File: src/rtl/seg_pkg.sv
// ============================================================================
//  Module      : seg_pkg
//  Description : Shared constants, state encodings and helpers for the
//                seven-segment scan controller.
//  Revision    : 1.0 - initial release
// ============================================================================
`default_nettype none

package seg_pkg;

    localparam int NUM_DIGITS = 4;
    localparam int DIGIT_W    = 2;
    localparam int BCD_W      = 4;
    localparam int DISP_W     = NUM_DIGITS * BCD_W;

    // Scan FSM state encoding
    typedef logic [1:0] state_t;
    localparam state_t ST_IDLE  = 2'd0;
    localparam state_t ST_SCAN  = 2'd1;
    localparam state_t ST_BLANK = 2'd2;

    // True when digit idx is a leading zero: idx > 0 and nibble idx and
    // every higher nibble are zero. Digit 0 is never reported dark.
    function automatic logic lzs_dark(input logic [DISP_W-1:0]  disp,
                                      input logic [DIGIT_W-1:0] idx);
        logic any_nz;
        any_nz = 1'b0;
        for (int k = 0; k < NUM_DIGITS; k++) begin
            if ((k >= int'(idx)) && (disp[k*BCD_W +: BCD_W] != '0))
                any_nz = 1'b1;
        end
        return (idx != '0) && !any_nz;
    endfunction

endpackage

`default_nettype wire

File: src/rtl/seg_prescaler.sv
// ============================================================================
//  Module      : seg_prescaler
//  Description : Free-running up-counter with synchronous clear and a
//                terminal-count flag. Shared between dwell and blank timing
//                by switching the terminal value.
//  Ports       : clk, rst (async, active-high)
//                i_clr     - synchronous clear to zero (wins over counting)
//                i_tc_val  - terminal count value
//                o_tc      - high while the count equals i_tc_val
//  Revision    : 1.0 - initial release
// ============================================================================
`default_nettype none

module seg_prescaler #(
    parameter int CNT_W = 8
) (
    input  logic             clk,
    input  logic             rst,
    input  logic             i_clr,
    input  logic [CNT_W-1:0] i_tc_val,
    output logic             o_tc
);

    logic [CNT_W-1:0] r_cnt;

    always_ff @(posedge clk or posedge rst) begin
        if (rst)
            r_cnt <= '0;
        else if (i_clr)
            r_cnt <= '0;
        else
            r_cnt <= r_cnt + 1'b1;
    end

    assign o_tc = (r_cnt == i_tc_val);

endmodule

`default_nettype wire

File: src/rtl/seg_scan_ctrl.sv
// ============================================================================
//  Module      : seg_scan_ctrl
//  Description : Time-multiplexed scan controller for a 4-digit seven-segment
//                display. Dwell of DIV cycles per digit, BLANK_CYC dark cycles
//                between digits, tear-free updates applied at frame wrap.
//  Ports       : clk, rst (async, active-high)
//                en                    - scan enable
//                upd_valid/upd_data    - new display value (4 BCD nibbles)
//                upd_ready             - combinational, = !pending_full
//                blank_mask            - bit i forces digit i dark
//                digit_sel, bcd_out    - to 2-to-4 and BCD-to-7seg decoders
//                seg_en                - display drive enable
//                frame_done            - one-cycle pulse at frame wrap
//  Options     : define SEG_LZS_EN to enable leading-zero suppression
//  Revision    : 1.0 - initial release
// ============================================================================
`default_nettype none

module seg_scan_ctrl
    import seg_pkg::*;
#(
    parameter int DIV       = 4,
    parameter int BLANK_CYC = 1,
    parameter int CNT_W     = 8
) (
    input  logic        clk,
    input  logic        rst,
    input  logic        en,
    input  logic        upd_valid,
    input  logic [15:0] upd_data,
    output logic        upd_ready,
    input  logic [3:0]  blank_mask,
    output logic [1:0]  digit_sel,
    output logic [3:0]  bcd_out,
    output logic        seg_en,
    output logic        frame_done
);

    localparam logic [CNT_W-1:0] c_DWELL_TC = CNT_W'(DIV - 1);
    localparam logic [CNT_W-1:0] c_BLANK_TC = CNT_W'((BLANK_CYC > 0) ? BLANK_CYC - 1 : 0);

    state_t              r_state;
    logic [DIGIT_W-1:0]  r_digit;
    logic [DISP_W-1:0]   r_disp;
    logic [DISP_W-1:0]   r_pend;
    logic                r_pend_full;
    logic [BCD_W-1:0]    r_bcd;
    logic                r_seg_en;
    logic                r_frame_done;

    state_t              w_state_nxt;
    logic [DIGIT_W-1:0]  w_digit_nxt;
    logic [DISP_W-1:0]   w_disp_nxt;
    logic                w_adv;
    logic                w_wrap;
    logic                w_drop;
    logic                w_xfer;
    logic                w_apply;
    logic                w_tc;
    logic                w_clr;
    logic [CNT_W-1:0]    w_tc_val;
    logic                w_lzs_dark;

    // One counter serves both phases; its terminal value follows the state.
    assign w_tc_val = (r_state == ST_BLANK) ? c_BLANK_TC : c_DWELL_TC;
    assign w_clr    = (r_state == ST_IDLE) || !en || w_tc;

    seg_prescaler #(
        .CNT_W (CNT_W)
    ) u_prescaler (
        .clk      (clk),
        .rst      (rst),
        .i_clr    (w_clr),
        .i_tc_val (w_tc_val),
        .o_tc     (w_tc)
    );

    always_comb begin
        w_state_nxt = r_state;
        w_digit_nxt = r_digit;
        w_adv       = 1'b0;
        case (r_state)
            ST_IDLE: begin
                if (en) begin
                    w_state_nxt = ST_SCAN;
                    w_digit_nxt = '0;
                end
            end
            ST_SCAN: begin
                if (!en) begin
                    w_state_nxt = ST_IDLE;
                    w_digit_nxt = '0;
                end else if (w_tc) begin
                    if (BLANK_CYC > 0)
                        w_state_nxt = ST_BLANK;
                    else
                        w_adv = 1'b1;
                end
            end
            ST_BLANK: begin
                if (!en) begin
                    w_state_nxt = ST_IDLE;
                    w_digit_nxt = '0;
                end else if (w_tc) begin
                    w_state_nxt = ST_SCAN;
                    w_adv       = 1'b1;
                end
            end
            default: begin
                w_state_nxt = ST_IDLE;
                w_digit_nxt = '0;
            end
        endcase
        if (w_adv)
            w_digit_nxt = r_digit + 1'b1;
    end

    assign w_wrap    = w_adv && (r_digit == DIGIT_W'(NUM_DIGITS - 1));
    assign w_drop    = (r_state != ST_IDLE) && !en;
    assign upd_ready = !r_pend_full;
    assign w_xfer    = upd_valid && !r_pend_full;

    // Pending data lands on the frame wrap, or when scanning stops so that
    // the value is not stranded while idle.
    assign w_apply   = r_pend_full && (w_wrap || w_drop);

    assign w_disp_nxt = ((r_state == ST_IDLE) && w_xfer) ? upd_data :
                        w_apply                          ? r_pend   :
                                                           r_disp;

`ifdef SEG_LZS_EN
    assign w_lzs_dark = lzs_dark(w_disp_nxt, w_digit_nxt);
`else
    assign w_lzs_dark = 1'b0;
`endif

    always_ff @(posedge clk or posedge rst) begin
        if (rst) begin
            r_state      <= ST_IDLE;
            r_digit      <= '0;
            r_disp       <= '0;
            r_pend       <= '0;
            r_pend_full  <= 1'b0;
            r_bcd        <= '0;
            r_seg_en     <= 1'b0;
            r_frame_done <= 1'b0;
        end else begin
            r_state      <= w_state_nxt;
            r_digit      <= w_digit_nxt;
            r_disp       <= w_disp_nxt;
            r_frame_done <= w_wrap;

            // w_xfer implies the pending slot is empty, so it never
            // collides with w_apply.
            if ((r_state != ST_IDLE) && w_xfer) begin
                r_pend      <= upd_data;
                r_pend_full <= 1'b1;
            end else if (w_apply) begin
                r_pend_full <= 1'b0;
            end

            // Outputs are registered against the state being entered so they
            // line up with the cycle that state occupies.
            case (w_state_nxt)
                ST_SCAN: begin
                    r_bcd    <= w_disp_nxt[w_digit_nxt*BCD_W +: BCD_W];
                    r_seg_en <= !blank_mask[w_digit_nxt] && !w_lzs_dark;
                end
                ST_BLANK: begin
                    r_seg_en <= 1'b0;
                end
                default: begin
                    r_bcd    <= '0;
                    r_seg_en <= 1'b0;
                end
            endcase
        end
    end

    assign digit_sel  = r_digit;
    assign bcd_out    = r_bcd;
    assign seg_en     = r_seg_en;
    assign frame_done = r_frame_done;

endmodule

`default_nettype wire

File: config.mk
export PLATFORM = sky130hd
export DESIGN_NAME = seg_scan_ctrl
export DESIGN_NICKNAME = d
export VERILOG_FILES = /design/src/rtl/seg_pkg.sv /design/src/rtl/seg_prescaler.sv /design/src/rtl/seg_scan_ctrl.sv
export SDC_FILE = /design/constraint.sdc
export NUM_CORES = 1
export LEC_CHECK = 0
export ABC_AREA = 0
export CORE_MARGIN = 5
export CORE_UTILIZATION = 49
export DETAILED_ROUTE_END_ITERATION = 10
export GPL_ROUTABILITY_DRIVEN = 0
export PLACE_DENSITY = 0.75
export SYNTH_ARGS = -nofsm -noshare
export SYNTH_HDL_FRONTEND = slang
export SYNTH_SLANG_ARGS = --single-unit
File: constraint.sdc
create_clock -name clk -period 2.3 [get_ports clk]
set_input_delay 0.345 -clock clk [delete_from_list [all_inputs] [get_ports clk]]
set_output_delay 0.345 -clock clk [all_outputs]
set_load 0.1 [all_outputs]
Word-level counts from Yosys, hierarchy flattened. Index checks and enable logic that the tools add are counted. Widths: inputs -> output; s select.

Output and inout bits: 9. Logic and storage cells: 58. Register bits: 51.

Muxes and demuxes: 23. Equality and inequality tests: 6. $lt $le $gt $ge: 1. Reduce and logical (&&, ||, !) cells: 16. Shift-type cells: 1. Add/subtract/negate cells: 2.

Operators with widths (count): $mux 16 (2); $mux 2 (9); $shiftx 16x5->4 (1); $add 8x1->8 const B (1); $eq 8x2->1 (1); $mux 8 (1); $pmux 4 s2 (1); $mux 1 (7); $eq 2x2->1 const B (3); $logic_and 1x1->1 (6); $pmux 2 s3 (1); $eq 2x1->1 const B (2); $pmux 2 s2 (1); $reduce_bool 2->1 (2); $logic_not 1->1 (3); $logic_or 1x1->1 (3); $lt 2x3->1 const B (1); $add 2x1->2 const B (1); $bmux 1 s2 (1); $logic_not 2->1 (1); $reduce_or 2->1 (1).

Depth between registers and ports, before layout. Gate-level depths: netlist of run 1.

Word-level depth: 13. Depth in mapped cells: 10.

Cells and area by module. Synthesis of run 1 repeated with hierarchy kept, for this count alone.

Cell total of the unflattened synthesis: 230. Area total of the unflattened synthesis: 2678.8 um^2.

By module, submodules not included: seg_scan_ctrl (area an instance 2227.1 um^2, sequential area each 1076.0 um^2, times used 1, cells an instance 183); seg_prescaler (area an instance 451.7 um^2, sequential area each 200.2 um^2, times used 1, cells an instance 47).

Worst setup path after synthesis of run 1. OpenSTA, ideal clock, no wires.

Kind: register -> register. From: reg r_digit[0], in the netlist digit_sel[0]. To: reg r_bcd[0], in the netlist bcd_out[0]. Setup slack: -0.299 ns. Setup time: 0.123 ns. Cell stages (with the launch flop): 9. Clock period less this slack: 2.599 ns. Data arrival time: 2.476 ns. Data required time: 2.177 ns. Cells stage by stage: dfrtp_1 -> ha_1 -> and2_1 -> nand4_2 -> nand2_1 -> buf_4 -> a222oi_1 -> a22oi_1 -> a32o_1.

Word-level cells in the longest chain between the ends: 8.

RTL lines: start: declaration (RTL line seg_scan_ctrl.sv:43) `logic [DIGIT_W-1:0] r_digit;`; start signal: assignment (RTL line seg_scan_ctrl.sv:149) `r_digit <= w_digit_nxt;`; $eq 2x2->1 (RTL line seg_scan_ctrl.sv:118) `assign w_wrap = w_adv && (r_digit == DIGIT_W'(NUM_DIGITS - 1));`; $logic_and 1x1->1 (RTL line seg_scan_ctrl.sv:118); $logic_or 1x1->1 (RTL line seg_scan_ctrl.sv:125) `assign w_apply = r_pend_full && (w_wrap || w_drop);`; $logic_and 1x1->1 (RTL line seg_scan_ctrl.sv:125); $mux 16 (RTL line seg_scan_ctrl.sv:128) `w_apply ? r_pend :`; $mux 16 (RTL line seg_scan_ctrl.sv:127) `assign w_disp_nxt = ((r_state == ST_IDLE) && w_xfer) ? upd_data :`; $shiftx 16x5->4 (*) (RTL line seg_scan_ctrl.sv:166) `r_bcd <= w_disp_nxt[w_digit_nxt*BCD_W +: BCD_W];`; $pmux 4 s2 (*) (RTL line seg_scan_ctrl.sv:164) `case (w_state_nxt)`; end signal: assignment (RTL line seg_scan_ctrl.sv:166); end: declaration (RTL line seg_scan_ctrl.sv:47) `logic [BCD_W-1:0] r_bcd;`.

Mark *: on every way between the ends. The rest lies on a longest branch, timed or not. A chain may end at the register's enable or synchronous reset.

Worst setup path in the final report of run 1.
From: reg r_state[0]. To: reg r_bcd[3], in the netlist bcd_out[3].

Word-level cells in the longest chain between the ends: 13.

RTL lines: start: declaration (RTL line seg_scan_ctrl.sv:42) `state_t r_state;`; start signal: assignment (RTL line seg_scan_ctrl.sv:148) `r_state <= w_state_nxt;`; $eq 2x2->1 (RTL line seg_scan_ctrl.sv:65, seg_scan_ctrl.sv:82); $mux 2 (RTL line seg_scan_ctrl.sv:65) `assign w_tc_val = (r_state == ST_BLANK) ? c_BLANK_TC : c_DWELL_TC;`; $eq 8x2->1 (RTL line seg_prescaler.sv:35) `assign o_tc = (r_cnt == i_tc_val);`; $mux 1 (RTL line seg_scan_ctrl.sv:104) `end else if (w_tc) begin`; $mux 1 (RTL line seg_scan_ctrl.sv:101) `if (!en) begin`; $mux 1; $logic_and 1x1->1 (RTL line seg_scan_ctrl.sv:118); $logic_or 1x1->1 (RTL line seg_scan_ctrl.sv:125); $logic_and 1x1->1 (RTL line seg_scan_ctrl.sv:125); $mux 16 (RTL line seg_scan_ctrl.sv:128); $mux 16 (RTL line seg_scan_ctrl.sv:127); $shiftx 16x5->4 (RTL line seg_scan_ctrl.sv:166); $pmux 4 s2 (RTL line seg_scan_ctrl.sv:164).

Parallel ways exist; a longest one is shown, timed or not.

==> flow_summary.toml, run 1 <==
[status]
outcome = "finished, final reports clean"

[sta]
period_minus_slack_ns = 2.24
hold_violations = 0
fmax_ghz = 0.446
rsz0062_at_grt = "yes"
whs_ns = 0.350
slew_headroom_pct = 71.6
drv_slew = 0
setup_violations = 0
fin_skew_ns = 0.00317
tightest_slew_ns = 0.427
fin_setup_tns_ns = 0
fin_crit_sh_pct = 97.6

[finish]
fillers = 398
antennaDiodeCount = 0
multiInputGateArea_um2 = 1200
drive_gt1_share_pct = 36.3
final_nets = 302
seq_area_um2 = 1280
synthToLayoutAreaGrowth_pct = 31.5
fin_cells = 340

[global_routing]
grtUsageTotal_pct = 19.2
overflow = 0
antenna_found_initial = 0
grt_max_degree = 35
grt_pass1_vias = 2018
grt_pass1_wl_um = 9610

[routing]
vias = 1930
avgRoutedWirePerCell_um = 17.4
drtIter0Drc = 139
ant_nets = 0
routed_wirelength_um = 5910
vias_per_cell = 5.68
drc = 0
drt-pass1-iter-count = 4

[yosys]
synth.avg_cell_area_um2 = 12.0
ys_warn_count = 0
synth_seq_cells = 51
netlist_instances = 207
synthMuxAreaShare_pct = 9.54
synth_xor_area_share_pct = 2.12
mappedNetlistArea_um2 = 2480
synth_edf_count = 0
synth_fp_nets = 237
synth_compound_area_share_pct = 19.0
synth_cell_types = 42
synth_most_common_cell = "dfrtp_1"
synthSimpleGateAreaFrac_pct = 10.2
netlist.area_leader.share_pct = 51.5
synth_top_area_cell = "dfrtp_1"
synth_area_leaders = "dfrtp_1 (51%), mux2_2 (8.2%), a32o_1 (4.8%)"
yosys.area_share.adder_pct = 3.03
synthArstFlopShare_pct = 100
seq_area_frac_synth_pct = 51.5
synth_top_family_by_area = "compound AO/OA/AOI/OAI gates"
ys_top_cells_by_count = "dfrtp_1 (51), mux2_2 (18), inv_1 (15)"
synthFlopType = "dfrtp_1"

[clocking]
clock_latency_ns = 0.30
cts-htree-levels = 2
ctsHoldBuffers = 0
cts_buffer_depth = 2
cts_sinks = 51
cts_buffers = 5
clkTransAtPathRegs_ns = 0.09
cts_root_buf = "clkbuf_8"
cts_tree = "built"

[floorplanning]
rows = 25
io-pin-count = 33
dieArea_um2 = 6580
core_um2 = 4820
dieHeight_um = 81.1
start_util_pct = 51.5
die_w_um = 81.1

[setup_path]
r2r-end = "bcd_out[3]"
timing.rr.start = "r_state[0]"
crit_start = "r_state[0]"
rr_worst_depth = 9
end_kind = "flip-flop"
endpoint = "bcd_out[3]"
crit_arrival_ns = 2.44
path_class = "reg -> reg"
start_kind = "flip-flop"
critPathMaxFanout = 9
timing.reg2reg.setup_slack_ns = 0.06
required_ns = 2.50

[power]
power_density_nw_per_um2 = 1120
leakage_uw = 0.00155
ir_drop_mv = 0.805

[placed_design]
placedCellCount = 320
io_buffers = 32
hpwl_um = 4070

[min_path]
hp-class = "in -> async"

[run]
drv_cap = 0
per-stage QoR:
step	power (uW)	worst slack (ns)	util, %	cell area (um2)
detailed placement	3020	-0.189	62.2	3000
global route	3860	-0.0913	67.7	3260
floorplan	2540	0.0187	-	2490
finish	3640	0.0559	67.7	3260
global placement	2970	-0.171	62.2	3000
CTS	3560	0.00193	65.5	3160
what timing repair did:
item                                    in CTS  in global routing
gates cloned                                 0                  2
endpoints found under the setup margin       4                  5
buffers inserted                             7                  3
gates resized for setup                      6                 20
pin swaps                                    6                 19
critical path, cell delays in order, from the launching register on:
cell	delay, ns
dfrtp_1	0.40
inv_2	0.08
buf_4	0.11
ha_2	0.25
and3b_1	0.25
a21oi_4	0.09
o31a_4	0.16
a222oi_1	0.35
a22oi_1	0.16
a32o_1	0.27
placed cells by master (no fill, tap or decap), types with 3 or more instances in the layout:
| master | synthesis | final |
|---|---|---|
| nand3_1 | 6 | 6 |
| dfrtp_1 | 51 | 48 |
| a222oi_1 | 8 | 8 |
| and3_1 | 4 | 4 |
| dfrtp_2 | 0 | 3 |
| inv_1 | 15 | 12 |
| a22oi_1 | 4 | 4 |
| a32o_1 | 12 | 10 |
| xor2_1 | 5 | 5 |
| ha_1 | 6 | 3 |
| nand2_1 | 6 | 5 |
| inv_2 | 0 | 3 |
| a211oi_2 | 0 | 4 |
| clkbuf_8 | 1 | 5 |
| mux2_2 | 18 | 17 |
| buf_4 | 2 | 39 |
| a21o_1 | 8 | 8 |
| o21ai_0 | 6 | 3 |
| clkdlybuf4s50_1 | 0 | 23 |
| nor2_2 | 0 | 4 |
| nor2_1 | 14 | 10 |
| a211oi_1 | 9 | 5 |
| o21ai_1 | 0 | 3 |
cell families after synthesis:
group | count (synthesis)
fa+ha+maj | 6
simple gates | 42
flops | 51
buf+inv | 24
mux | 21
compound gates | 57
xor+xnor | 6
final cells by class:
type                       instances  share of cell area [%]
multi-input combinational        134                    36.8
timing repair buffer              64                    17.0
tap                               67                    2.57
sequential                        51                    39.3
inverter                          16                    1.92
clock inverter                     1                   0.153
clock buffer                       7                    2.34
state kept, by name, summed over array words and instances, names as in the netlist:
| name | cells |
|---|---|
| frame_done | 1 |
| u_prescaler.r_cnt | 8 |
| r_state | 2 |
| bcd_out | 4 |
| r_disp | 16 |
| r_pend | 16 |
| digit_sel | 2 |
| seg_en | 1 |
| r_pend_full | 1 |
metal layers:
layer	share of wire (%)	wire length [um]	GRT usage (%)	vias up
li1	-	-	-	910
met1	42	2450	23.8	959
met2	51	3030	32.0	47
met3	4.6	271	4.21	14
met4	2.6	151	8.61	0
met5	0	0	0	-
worst min path at each step:
stage / from / to / slack (ns)
2_1_floorplan: r_disp[12] / r_disp[12] / 0.45
3_3_place_gp: r_disp[13] / r_disp[13] / 0.47
3_5_place_dp: r_disp[14] / r_disp[14] / 0.48
4_1_cts: rst / u_prescaler.r_cnt[5] / 0.35
5_1_grt: rst / r_pend[10] / 0.37
6_report: rst / u_prescaler.r_cnt[4] / 0.35
report_power, final:
| group | leakage (uW) | switching, uW | internal [uW] |
|---|---|---|---|
| clock | 0.0000422 | 286 | 214 |
| combinational | 0.000867 | 972 | 741 |
| sequential | 0.000642 | 185 | 1240 |
| total | 0.00155 | 1440 | 2190 |
(Power assumes the default switching activity.)
==> inputs of run 2 (changes only) <==
Settings changed: CAP_MARGIN from default to 20.
==> results of run 2 <==
Same layout as run 1: the final DEF is identical, and so are final timing and power.
